$ cat src/rtl/pump_sequencer_if.sv
// Handshake/status bundle between the level-sensor front end, the operator
// controls and one pump_sequencer instance.
interface pump_sequencer_if;
  logic       level_low;
  logic       level_high;
  logic       enable;
  logic       fault_in;
  logic       clr_fault;
  logic       pump_pwm;
  logic       pump_on;
  logic [7:0] duty;
  logic [2:0] state;
  logic       fault_flag;

  modport master (
    output level_low, level_high, enable, fault_in, clr_fault,
    input  pump_pwm, pump_on, duty, state, fault_flag
  );

  modport slave (
    input  level_low, level_high, enable, fault_in, clr_fault,
    output pump_pwm, pump_on, duty, state, fault_flag
  );
endinterface

$ cat src/rtl/pump_sequencer.sv
// Tank pump sequencer: debounced level sensors drive a start / ramp-up / run /
// ramp-down / lockout / fault FSM feeding a fixed-period PWM stage.
// Optional dry-run timeout is built when PUMP_DRYRUN_TIMEOUT_EN is defined.
module pump_sequencer #(
  parameter int unsigned PWM_PERIOD = 100,
  parameter int unsigned DUTY_MAX   = 100,
  parameter int unsigned RAMP_STEP  = 5,
  parameter int unsigned RAMP_DIV   = 1000,
  parameter int unsigned MIN_OFF    = 5000,
  parameter int unsigned DEB_LEN    = 16,
  parameter int unsigned MAX_RUN    = 1000000
) (
  input logic            clk,
  input logic            rst,
  pump_sequencer_if.slave bus
);

  localparam int unsigned DUTY_W = 8;
  localparam int unsigned PCNT_W = (PWM_PERIOD > 1) ? $clog2(PWM_PERIOD) : 1;
  localparam int unsigned RDIV_W = (RAMP_DIV > 1) ? $clog2(RAMP_DIV) : 1;
  localparam int unsigned LOCK_W = (MIN_OFF > 1) ? $clog2(MIN_OFF) : 1;
  localparam int unsigned DEB_W  = (DEB_LEN > 1) ? $clog2(DEB_LEN) : 1;
  localparam logic [DUTY_W-1:0] FIRST_T =
    DUTY_W'((RAMP_STEP < DUTY_MAX) ? RAMP_STEP : DUTY_MAX);

  typedef enum logic [2:0] {
    IDLE      = 3'd0,
    RAMP_UP   = 3'd1,
    RUN       = 3'd2,
    RAMP_DOWN = 3'd3,
    LOCKOUT   = 3'd4,
    FAULT     = 3'd5
  } state_e;

  state_e              state_q;
  logic [DUTY_W-1:0]   target_q;
  logic [DUTY_W-1:0]   duty_q;
  logic [RDIV_W-1:0]   ramp_cnt;
  logic [LOCK_W-1:0]   lock_cnt;
  logic [PCNT_W-1:0]   pwm_cnt;
  logic                pwm_q;
  logic                on_q;
  logic                flag_q;

  logic [1:0]          raw_c;
  logic [1:0]          sync1;
  logic [1:0]          sync2;
  logic [1:0]          db;
  logic [DEB_W-1:0]    deb_cnt [2];

  logic                low_db;
  logic                high_db;
  logic                conflict_c;
  logic                timeout_c;
  logic                fault_c;
  logic                stop_c;
  logic                start_c;
  logic                tick_c;
  logic                wrap_c;
  logic [DUTY_W:0]     up_sum_c;
  logic [DUTY_W:0]     dn_diff_c;
  logic [DUTY_W-1:0]   up_sat_c;
  logic [DUTY_W-1:0]   dn_sat_c;

  assign raw_c   = {bus.level_high, bus.level_low};
  assign low_db  = db[0];
  assign high_db = db[1];

  // Two-flop synchronizer plus run-length debouncer for both level sensors
  always_ff @(posedge clk or posedge rst) begin
    if (rst) begin
      sync1 <= '0;
      sync2 <= '0;
      db    <= '0;
      for (int i = 0; i < 2; i++) deb_cnt[i] <= '0;
    end else begin
      sync1 <= raw_c;
      sync2 <= sync1;
      for (int i = 0; i < 2; i++) begin
        if (sync2[i] != db[i]) begin
          if (deb_cnt[i] == DEB_W'(DEB_LEN - 1)) begin
            db[i]      <= sync2[i];
            deb_cnt[i] <= '0;
          end else begin
            deb_cnt[i] <= deb_cnt[i] + DEB_W'(1);
          end
        end else begin
          deb_cnt[i] <= '0;
        end
      end
    end
  end

`ifdef PUMP_DRYRUN_TIMEOUT_EN
  localparam int unsigned RUN_W = (MAX_RUN > 1) ? $clog2(MAX_RUN) : 1;
  logic [RUN_W-1:0] run_cnt;
  logic             pumping_c;
  logic             run_stay_c;

  assign pumping_c  = (state_q == RAMP_UP) || (state_q == RUN);
  assign run_stay_c = pumping_c && !fault_c && !stop_c;
  assign timeout_c  = pumping_c && (run_cnt == RUN_W'(MAX_RUN - 1));

  // Dry-run timer: counts while pumping without a stop, zero otherwise
  always_ff @(posedge clk or posedge rst) begin
    if (rst) run_cnt <= '0;
    else     run_cnt <= run_stay_c ? run_cnt + RUN_W'(1) : '0;
  end
`else
  logic unused_max_run;
  assign unused_max_run = (MAX_RUN != 0);
  assign timeout_c      = 1'b0;
`endif

  assign conflict_c = low_db & high_db;
  assign fault_c    = bus.fault_in | conflict_c | timeout_c;
  assign stop_c     = high_db | ~bus.enable;
  assign start_c    = bus.enable & low_db & ~high_db;
  assign tick_c     = (ramp_cnt == RDIV_W'(RAMP_DIV - 1));
  assign wrap_c     = (pwm_cnt == PCNT_W'(PWM_PERIOD - 1));

  // Nine-bit ramp arithmetic so saturation sees the carry/borrow
  assign up_sum_c  = {1'b0, target_q} + (DUTY_W + 1)'(RAMP_STEP);
  assign dn_diff_c = {1'b0, target_q} - (DUTY_W + 1)'(RAMP_STEP);
  assign up_sat_c  = (up_sum_c >= (DUTY_W + 1)'(DUTY_MAX)) ? DUTY_W'(DUTY_MAX)
                                                           : up_sum_c[DUTY_W-1:0];
  assign dn_sat_c  = dn_diff_c[DUTY_W] ? '0 : dn_diff_c[DUTY_W-1:0];

  // Sequencing FSM: fault beats stop beats start; pump_on/fault_flag follow the next state
  always_ff @(posedge clk or posedge rst) begin
    if (rst) begin
      state_q  <= IDLE;
      target_q <= '0;
      ramp_cnt <= '0;
      lock_cnt <= '0;
      on_q     <= 1'b0;
      flag_q   <= 1'b0;
    end else if (state_q != FAULT && fault_c) begin
      state_q  <= FAULT;
      target_q <= '0;
      on_q     <= 1'b0;
      flag_q   <= 1'b1;
    end else begin
      case (state_q)
        IDLE: begin
          if (start_c) begin
            state_q  <= RAMP_UP;
            target_q <= FIRST_T;
            ramp_cnt <= '0;
            on_q     <= 1'b1;
          end
        end
        RAMP_UP: begin
          if (stop_c) begin
            state_q  <= RAMP_DOWN;
            ramp_cnt <= '0;
          end else if (target_q == DUTY_W'(DUTY_MAX)) begin
            state_q <= RUN;
          end else if (tick_c) begin
            ramp_cnt <= '0;
            target_q <= up_sat_c;
          end else begin
            ramp_cnt <= ramp_cnt + RDIV_W'(1);
          end
        end
        RUN: begin
          if (stop_c) begin
            state_q  <= RAMP_DOWN;
            ramp_cnt <= '0;
          end
        end
        RAMP_DOWN: begin
          if (target_q == '0) begin
            state_q  <= LOCKOUT;
            lock_cnt <= '0;
            on_q     <= 1'b0;
          end else if (tick_c) begin
            ramp_cnt <= '0;
            target_q <= dn_sat_c;
          end else begin
            ramp_cnt <= ramp_cnt + RDIV_W'(1);
          end
        end
        LOCKOUT: begin
          if (lock_cnt == LOCK_W'(MIN_OFF - 1)) state_q <= IDLE;
          else                                  lock_cnt <= lock_cnt + LOCK_W'(1);
        end
        FAULT: begin
          if (bus.clr_fault && !bus.fault_in && !conflict_c) begin
            state_q  <= LOCKOUT;
            lock_cnt <= '0;
            flag_q   <= 1'b0;
          end
        end
        default: begin
          state_q  <= FAULT;
          target_q <= '0;
          on_q     <= 1'b0;
          flag_q   <= 1'b1;
        end
      endcase
    end
  end

  // PWM stage: duty reloads only at the period wrap; faults kill the drive at once
  always_ff @(posedge clk or posedge rst) begin
    if (rst) begin
      pwm_cnt <= '0;
      duty_q  <= '0;
      pwm_q   <= 1'b0;
    end else begin
      pwm_cnt <= wrap_c ? '0 : pwm_cnt + PCNT_W'(1);
      if (fault_c || state_q == FAULT) begin
        duty_q <= '0;
        pwm_q  <= 1'b0;
      end else begin
        pwm_q <= (32'(pwm_cnt) < 32'(duty_q));
        if (wrap_c) duty_q <= target_q;
      end
    end
  end

  assign bus.pump_pwm   = pwm_q;
  assign bus.pump_on    = on_q;
  assign bus.duty       = duty_q;
  assign bus.state      = state_q;
  assign bus.fault_flag = flag_q;

endmodule

$ cat src/flat_wrapper.sv
// flat-port wrapper written by rule: the top's interface ports become plain ports
module pump_sequencer_flat 
#(
  parameter int unsigned PWM_PERIOD = 100,
  parameter int unsigned DUTY_MAX   = 100,
  parameter int unsigned RAMP_STEP  = 5,
  parameter int unsigned RAMP_DIV   = 1000,
  parameter int unsigned MIN_OFF    = 5000,
  parameter int unsigned DEB_LEN    = 16,
  parameter int unsigned MAX_RUN    = 1000000
)
  (clk, rst, bus_level_low, bus_level_high, bus_enable, bus_fault_in, bus_clr_fault, bus_pump_pwm, bus_pump_on, bus_duty, bus_state, bus_fault_flag);
  pump_sequencer_if bus_i ();
  input logic clk;
  input logic rst;
  input wire logic [$bits(bus_i.level_low)-1:0] bus_level_low;
  input wire logic [$bits(bus_i.level_high)-1:0] bus_level_high;
  input wire logic [$bits(bus_i.enable)-1:0] bus_enable;
  input wire logic [$bits(bus_i.fault_in)-1:0] bus_fault_in;
  input wire logic [$bits(bus_i.clr_fault)-1:0] bus_clr_fault;
  output wire logic [$bits(bus_i.pump_pwm)-1:0] bus_pump_pwm;
  output wire logic [$bits(bus_i.pump_on)-1:0] bus_pump_on;
  output wire logic [$bits(bus_i.duty)-1:0] bus_duty;
  output wire logic [$bits(bus_i.state)-1:0] bus_state;
  output wire logic [$bits(bus_i.fault_flag)-1:0] bus_fault_flag;
  assign bus_i.level_low = bus_level_low;
  assign bus_i.level_high = bus_level_high;
  assign bus_i.enable = bus_enable;
  assign bus_i.fault_in = bus_fault_in;
  assign bus_i.clr_fault = bus_clr_fault;
  assign bus_pump_pwm = bus_i.pump_pwm;
  assign bus_pump_on = bus_i.pump_on;
  assign bus_duty = bus_i.duty;
  assign bus_state = bus_i.state;
  assign bus_fault_flag = bus_i.fault_flag;
  pump_sequencer #(.PWM_PERIOD(PWM_PERIOD), .DUTY_MAX(DUTY_MAX), .RAMP_STEP(RAMP_STEP), .RAMP_DIV(RAMP_DIV), .MIN_OFF(MIN_OFF), .DEB_LEN(DEB_LEN), .MAX_RUN(MAX_RUN)) u_core (.clk(clk), .rst(rst), .bus(bus_i));
endmodule
$ cat config.mk
export PLATFORM = sky130hd
export DESIGN_NAME = pump_sequencer_flat
export DESIGN_NICKNAME = d
export VERILOG_FILES = /design/src/rtl/pump_sequencer_if.sv /design/src/rtl/pump_sequencer.sv /design/src/flat_wrapper.sv
export SDC_FILE = /design/constraint.sdc
export NUM_CORES = 1
export LEC_CHECK = 0
export CORE_ASPECT_RATIO = 0.5
export CORE_MARGIN = 2
export CORE_UTILIZATION = 63
export CTS_BUF_LIST = sky130_fd_sc_hd__clkbuf_8
export DETAILED_ROUTE_END_ITERATION = 7
export HOLD_SLACK_MARGIN = 0.1
export PLACE_DENSITY = 0.83
export SYNTH_ARGS = -nofsm -noshare
export SYNTH_HDL_FRONTEND = slang
export SYNTH_SLANG_ARGS = --single-unit
$ cat constraint.sdc
create_clock -name clk -period 2.7 [get_ports clk]
set_input_delay 0.54 -clock clk [delete_from_list [all_inputs] [get_ports clk]]
set_output_delay 0.54 -clock clk [all_outputs]
set_load 0.005 [all_outputs]
== Word-level counts from Yosys, hierarchy flattened ==
Cells that the tools add are included.

* Register bits after elaboration: 66
* Bits of input ports: 7
* Output and inout port bits: 14
* Word-level logic and storage cells: 134

* Add/sub/neg operators: 7
* $lt $le $gt $ge: 2
* Eq/ne operators: 35
* Multiplexer cells: 45
* Bitwise operators: 8
* Reductions and logical operators: 22

{| class="wikitable"
|+ Operators with widths
! cell !! count
|-
| 8-bit two-way mux || 11
|-
| 10-bit two-way mux || 6
|-
| 10-bit case mux with 4 select lines || 1
|-
| 13-bit two-way mux || 3
|-
| 13-bit case mux with 3 select lines || 1
|-
| 8-bit case mux with 4 select lines || 1
|-
| 3-bit two-way mux || 8
|-
| 3-bit by 1-bit != test with 1-bit output, second input constant || 7
|-
| 3-bit case mux with 6 select lines || 1
|-
| 4-bit two-way mux || 4
|-
| 2-bit by 1-bit != test with 1-bit output, second input constant || 7
|-
| 13-bit by 1-bit adder with 13-bit output, second input constant || 1
|-
| 13-bit == test, second input constant || 1
|-
| 6-bit AND reduction || 2
|-
| 10-bit by 1-bit adder with 10-bit output, second input constant || 1
|-
| 10-bit == test, second input constant || 1
|-
| 8-bit by 3-bit adder with 9-bit output, second input constant || 1
|-
| 9-bit by 7-bit >= comparator with 1-bit output, second input constant || 1
|-
| 3-bit by 2-bit != test with 1-bit output, second input constant || 3
|-
| 8-bit by 3-bit subtractor with 9-bit output, second input constant || 1
|-
| 4-bit by 1-bit adder with 4-bit output, second input constant || 2
|-
| 4-bit == test, second input constant || 2
|-
| 8-bit by 7-bit == test with 1-bit output, second input constant || 1
|-
| 8-bit zero test || 1
|-
| other kinds (31) || 51
|}

== Logic depth before layout (Yosys ltp) ==
Gate-level depths: netlist of the first run.

* Depth in word-level cells: 8
* Gate-level depth with buffers: 9
* Gate-level depth less buffers: 8

== Least setup slack after synthesis of the first run ==
OpenSTA, ideal clock, no wires.

* Path kind: flip-flop to flip-flop
* Start: register u_core.target_q[0]
* End: register u_core.target_q[7]
* Library setup time: 0.065 ns
* Data arrival time: 1.909 ns
* Required time: 2.635 ns
* Slack: 0.726 ns
* Stages on the path, launching flop included: 8
* Path buffers: 0
* Clock period less this slack: 1.974 ns
* Path through: dfrtp_1 > inv_1 > ha_1 > nand2b_1 > a31oi_2 > nand2_1 > or4_1 > nand2_1

* Cells in the longest elaborated chain, start to end: 8
* Elaborated cells on any way between the ends: 17
* Those cells by class: add/sub: 2; order compare: 1; eq/ne: 3; mux: 9; reduce/logical: 2

{| class="wikitable"
|+ Ends and longest elaborated chain
! element !! line !! RTL
|-
| start: declaration || pump_sequencer.sv:36 || <nowiki>logic [DUTY_W-1:0] target_q;</nowiki>
|-
| start signal: assignment || pump_sequencer.sv:161 || <nowiki>target_q <= up_sat_c;</nowiki>
|-
| start signal: assignment || pump_sequencer.sv:179 || <nowiki>target_q <= dn_sat_c;</nowiki>
|-
| 8-bit by 3-bit adder with 9-bit output || pump_sequencer.sv:123 || <nowiki>assign up_sum_c = {1'b0, target_q} + (DUTY_W + 1)'(RAMP_STEP);</nowiki>
|-
| 9-bit by 7-bit >= comparator with 1-bit output || pump_sequencer.sv:125 || <nowiki>assign up_sat_c = (up_sum_c >= (DUTY_W + 1)'(DUTY_MAX)) ? DUTY_W'(DUTY_MAX)</nowiki>
|-
| 8-bit two-way mux || pump_sequencer.sv:125 ||
|-
| 8-bit two-way mux || pump_sequencer.sv:159 || <nowiki>end else if (tick_c) begin</nowiki>
|-
| 8-bit two-way mux || pump_sequencer.sv:157 || <nowiki>end else if (target_q == DUTY_W'(DUTY_MAX)) begin</nowiki>
|-
| 8-bit two-way mux || pump_sequencer.sv:154 || <nowiki>if (stop_c) begin</nowiki>
|-
| 8-bit case mux with 4 select lines || pump_sequencer.sv:144 || <nowiki>case (state_q)</nowiki>
|-
| 8-bit two-way mux || pump_sequencer.sv:138 || <nowiki>end else if (state_q != FAULT && fault_c) begin</nowiki>
|}

Parallel ways exist; a longest one is shown, timed or not. The select of a mux whose other input is x is not followed.
A chain may end at the register's enable or synchronous reset.

== Worst setup path after layout of the first run ==
* Start: register u_core.target_q[0]
* End: register u_core.target_q[2]

The elaborated chain is that of the path after synthesis.

==> reports/metrics.cfg, run 1 <==
[cts]
clock_path_buffers=2
cts_root_buffer=clkbuf_8
cts_tree=yes
cts_buffers=9
clock_latency_ns=0.36
cts-hold-fix-buffers=0
cts.clk_slew.worst_paths_ns=0.07
cts_setup_buffers=0
post_cts_resized=0
cts.sinks=66
h-tree-depth=3

[synthesis]
synth_compound_area_share_pct=19.2
synthArstFlopShare_pct=100
syn_area_sq_um=4080
synth_edf_count=0
synthCells=459
yosysSeqAreaShare_pct=40.5
synth_xor_area_share_pct=4.08
ys_types=68
synthSimpleGateAreaFrac_pct=24.7
yosysWarnings=0
synth_top_family_by_area=simple AND/OR/NAND/NOR gates
synth_mux_area_share_pct=2.02
ys.flop_type=dfrtp_1
synthesis.nets=480
syn_avg_cell_area_sq_um=8.89
ys_seq_elements=66
synth_adder_area_share_pct=4.29

[drt]
finalWirelength_um=9330
vias=3572
drt_iter0_drc=330
firstDrtPassIters=5
drc=0
wl_per_cell_um=16.4
vias_per_cell=6.27
postRouteAntennaNets=0

[floorplanning]
row_count=20
die_h_um=60.9
dieArea_sq_um=7180
ios=21
die_w_um=118
core_area_sq_um=6160
start_util_pct=66.3

[finish]
drive_gt1_share_pct=8.71
final_common_cell=dfrtp_1
diodes=0
final_cell_mix=66 x dfrtp_1, 52 x nor2_1, 41 x o21ai_0
areaGrowthSynthToFinish_pct=11.6
final_nets=498

[power_and_ir_drop]
clkPwrFrac_pct=30.6
peakVddDrop_v=0.000504
netSwitchingFraction_pct=36.1
power_density_nw_per_um2=685
internal_power_uw=2000
p_switching_uw=1130
p_seq_share_pct=39.2
p_leak_uw=0.00191
comb_power_share_pct=30.2
p_total_uw=3120

[grt]
antenna_found_initial=0
grt_overflow=0
grt_util_all_layers_pct=28.2
grt_pass1_vias=3448
grt_max_degree=67
grt_first_pass_wirelength_um=15800

[sta]
worst_pin_slew_ns=0.631
drv_slew=0
period_share_pct=86.3
setup_tns_ns=0
rsz0062_at_grt=false
finalClockSkew_ns=0.00490
setup_viol=0
fin_crit_ns=2.33
hold_violations=0
fmax_mhz=429
slew_headroom_pct=57.9
holdWs_ns=0.357

[critical_path]
reg2reg_depth=8
crit_path_start_kind=flop
worstSetupEndpointType=flop
worst_ep_arrival_time_ns=2.57
critPathKind=flop to flop
cp_max_fo=12
r2r-start=u_core.target_q[0]
r2r_end=u_core.target_q[2]
r2r_setup_slack_ns=0.37
crit_required_ns=2.94

[run]
max-cap-violations=0

[status]
outcome=finished clean

[worst_hold_path]
min_path_cells=0
hold_class=flop to flop
hold_start=u_core.sync1[1]
hold_path_end=u_core.sync2[1]

[placement]
io_buffers=20
dpl.hpwl_um=6380
gp_congestion=0.923

final cells by class:
cell class,instances,area [sq um]
Sequential cell,66,1650
Clock buffer,10,138
Inverter,21,78.8
Fill cell,442,1600
Tap cell,88,110
Timing Repair Buffer,28,273
Multi-Input combinational cell,351,2210
Clock inverter,6,88.8
per-stage QoR:
step | util [%] | area (sq um) | setup slack, ns | std cells
after floorplan | - | 4080 | 0.505 | 459
after detailed placement | 70.3 | 4330 | 0.122 | 554
after global placement | 70.3 | 4330 | 0.188 | 554
after global routing | 74.0 | 4550 | 0.159 | 570
final | 74.0 | 4550 | 0.369 | 570
after CTS | 74.0 | 4550 | 0.388 | 570
how the worst max path moves through the flow:
stage	slack (ns)	cells after the start	startpoint	end
after floorplan	0.51	1	rst	u_core.bus.duty[0]
after global placement	0.19	8	bus_fault_in	u_core.lock_cnt[11]
after detailed placement	0.12	8	bus_fault_in	u_core.lock_cnt[11]
after CTS	0.39	8	u_core.target_q[0]	u_core.target_q[5]
after global routing	0.16	8	u_core.target_q[0]	u_core.target_q[5]
final	0.37	8	u_core.target_q[0]	u_core.target_q[2]
cells in the mapped netlist, drive strengths merged (3+ instances only):
cell type  instances  area (sq um)
o211ai             4          30.0
nand2             30           113
nor3              11          65.1
or3                3          18.8
a31oi              8          56.3
and2               4          25.0
and3               9          56.3
o31ai              5          37.5
inv               21          78.8
nand4b             4          35.0
nand3             21           110
a21o               4          30.0
buf               15           113
xnor2             16           140
mux2i              6          60.1
nand4              6          37.5
xor2               3          26.3
or3b               3          26.3
or4                3          22.5
nand2b            10          62.6
ha                14           175
nand3b             5          37.5
nor2b              8          50.1
o31a               3          26.3
o21ai             45           225
clkbuf             6          22.5
o21a               4          30.0
a21oi             34           174
dfrtp             66          1650
nor2              53           201
or2                3          18.8
logic make-up (layout without fill, tap and decap cells):
family,Yosys count,after routing
flops,66,66
xor+xnor,19,19
simple gates,184,184
fa+ha+maj,14,14
mux,8,8
compound gates,126,126
buf+inv,42,65
routing by layer:
layer,track usage [%],routed length (um)
met2,48.4,4460
met5,0,0
met1,34.9,4110
met3,8.27,600
met4,11.0,156
worst max-delay path, cell delays in order, from the launching register on:
cell	delay (ns)
dfrtp_1	0.45
inv_1	0.18
ha_1	0.18
nor4b_4	0.31
nand2_1	0.14
a221oi_1	0.26
or3_1	0.35
nand2b_1	0.23
o22ai_1	0.11
power groups by stage:
stage / logic, uW / clock network [uW] / registers [uW]
5_1_grt: 1030 / 1020 / 1240
2_1_floorplan: 792 / 0 / 1140
4_1_cts: 927 / 972 / 1220
3_3_place_gp: 892 / 0 / 1230
6_report: 942 / 956 / 1220
3_5_place_dp: 919 / 0 / 1240
registers in the layout, summed over array words and instances (netlist names):
signal and flops:
u_core.target_q 8, u_core.bus.fault_flag 1, u_core.lock_cnt 13, u_core.db 2
u_core.sync2 2, u_core.bus.pump_on 1, u_core.bus.pump_pwm 1, u_core.pwm_cnt 7
u_core.deb_cnt 8, u_core.bus.duty 8, u_core.ramp_cnt 10, u_core.bus.state 3
u_core.sync1 2
(Power assumes the default switching activity.)
==> run 2, diff against run 1 <==
- CAP_MARGIN: not set -> 20
- CELL_PAD_IN_SITES_DETAIL_PLACEMENT: not set -> 1
- CELL_PAD_IN_SITES_GLOBAL_PLACEMENT: not set -> 1
- CORE_UTILIZATION: 63 -> 48
- PLACE_DENSITY: 0.83 -> not set
- PLACE_DENSITY_LB_ADDON: not set -> 0.1
==> run 2 against run 1 <==
Effect of this change: first-iteration DRC count down 52%; fmax down 5.1%; sequential cell count unchanged; combinational power up 9%; non-clock buffer count up 10; clock skew up 0.0025 ns; clock power down 1%; critical path type unchanged; largest cell class unchanged.
==> reports/metrics.cfg, run 2 (synthesis results as in run 1) <==
[drt]
postRouteAntennaNets=0
vias_per_cell=5.89
finalWirelength_um=11200
drc=0
wl_per_cell_um=18.6
firstDrtPassIters=4
vias=3555
drt_iter0_drc=158

[floorplanning]
die_w_um=134
row_count=23
core_area_sq_um=8120
dieArea_sq_um=9300
ios=21
start_util_pct=50.3
die_h_um=69.2

[sta]
fin_crit_ns=2.46
finalClockSkew_ns=0.00740
setup_tns_ns=0
rsz0062_at_grt=false
setup_viol=0
fmax_mhz=407
period_share_pct=91.0
drv_slew=0
worst_pin_slew_ns=0.598
holdWs_ns=0.360
slew_headroom_pct=60.0
hold_violations=0

[critical_path]
cp_max_fo=12
worst_ep_arrival_time_ns=2.69
reg2reg_depth=8
crit_path_start_kind=flop
r2r_setup_slack_ns=0.24
r2r_end=u_core.lock_cnt[10]
critPathKind=flop to flop
worstSetupEndpointType=flop
r2r-start=u_core.target_q[0]
crit_required_ns=2.94

[power_and_ir_drop]
comb_power_share_pct=32.1
power_density_nw_per_um2=690
netSwitchingFraction_pct=36.4
p_leak_uw=0.00196
internal_power_uw=2030
p_seq_share_pct=38.4
p_switching_uw=1160
peakVddDrop_v=0.000341
clkPwrFrac_pct=29.5

[grt]
antenna_found_initial=0
grt_first_pass_wirelength_um=19100
grt_overflow=0
grt_util_all_layers_pct=26.0
grt_pass1_vias=3807
grt_max_degree=36

[finish]
areaGrowthSynthToFinish_pct=13.7
largestRegisters=u_core.lock_cnt x13, u_core.ramp_cnt x10
final_cell_mix=66 x dfrtp_1, 52 x nor2_1, 41 x o21ai_0
final_nets=508
fin_cells=604
diodes=0
largest_register_ffs=13
final_common_cell=dfrtp_1
top_register=u_core.lock_cnt
drive_gt1_share_pct=10.4
nFillCells=987

[cts]
h-tree-depth=3
cts_setup_buffers=0
cts_tree=yes
cts_root_buffer=clkbuf_8
clock_path_buffers=2
cts.clk_slew.worst_paths_ns=0.07
clock_latency_ns=0.36
cts_buffers=9
cts-hold-fix-buffers=0
post_cts_resized=0
cts.sinks=66

[placement]
dp_cells=588
gp_congestion=0.908
dpl.hpwl_um=8040
io_buffers=20

[worst_hold_path]
min_path_cells=0
hold_start=u_core.sync1[1]
hold_class=flop to flop
hold_path_end=u_core.sync2[1]

[status]
outcome=finished clean

[run]
max-cap-violations=0

-- run 2: how the worst max path moves through the flow --
stage / start / to / slack [ns] / cells after the start
global placement: bus_fault_in / u_core.lock_cnt[11] / 0.26 / 7
floorplan: rst / u_core.bus.duty[0] / 0.51 / 1
detailed placement: bus_fault_in / u_core.lock_cnt[11] / 0.12 / 7
finish: u_core.target_q[0] / u_core.lock_cnt[10] / 0.24 / 8
CTS: u_core.target_q[0] / u_core.lock_cnt[10] / 0.24 / 8
global route: u_core.target_q[0] / u_core.lock_cnt[10] / 0.03 / 8
-- run 2: worst max-delay path: stages (launching register included) --
cell	delay, ns
dfrtp_1	0.47
inv_1	0.21
ha_1	0.18
nor4b_4	0.32
a32o_2	0.29
nand3_2	0.26
nor3_1	0.35
xnor2_1	0.18
nor2_1	0.06
-- run 2: through the flow --
| stage | util (%) | setup WS (ns) | cell area (sq um) | total power, uW |
|---|---|---|---|---|
| after detailed placement | 54.5 | 0.124 | 4420 | 2270 |
| final | 57.2 | 0.243 | 4640 | 3200 |
| after global routing | 57.2 | 0.0314 | 4640 | 3400 |
| after CTS | 57.2 | 0.238 | 4640 | 3220 |
| after floorplan | - | 0.505 | 4080 | 1930 |
| after global placement | 54.5 | 0.258 | 4420 | 2220 |
-- run 2: cell type report --
class	instances	area [sq um]	share of cell area, %
multi-input cells	351	2210	47.7
flip-flops and latches	66	1650	35.6
repair buffers	38	335	7.23
inverters	21	78.8	1.70
clock inverters	6	81.3	1.75
clock buffers	10	138	2.97
well taps	112	140	3.02
-- run 2: routing by layer --
metal	wire [um]	vias up	track usage, %
li1	-	1701	-
met3	338	18	6.43
met5	0	-	0
met1	5060	1788	32.0
met2	5660	48	45.7
met4	152	0	6.90
-- run 2: power by group through the flow --
stage	sequential, uW	combinational, uW	clock, uW
after floorplan	1140	792	0
after global placement	1240	985	0
after detailed placement	1240	1020	0
after CTS	1230	1030	963
after global routing	1250	1140	1010
final	1230	1030	944
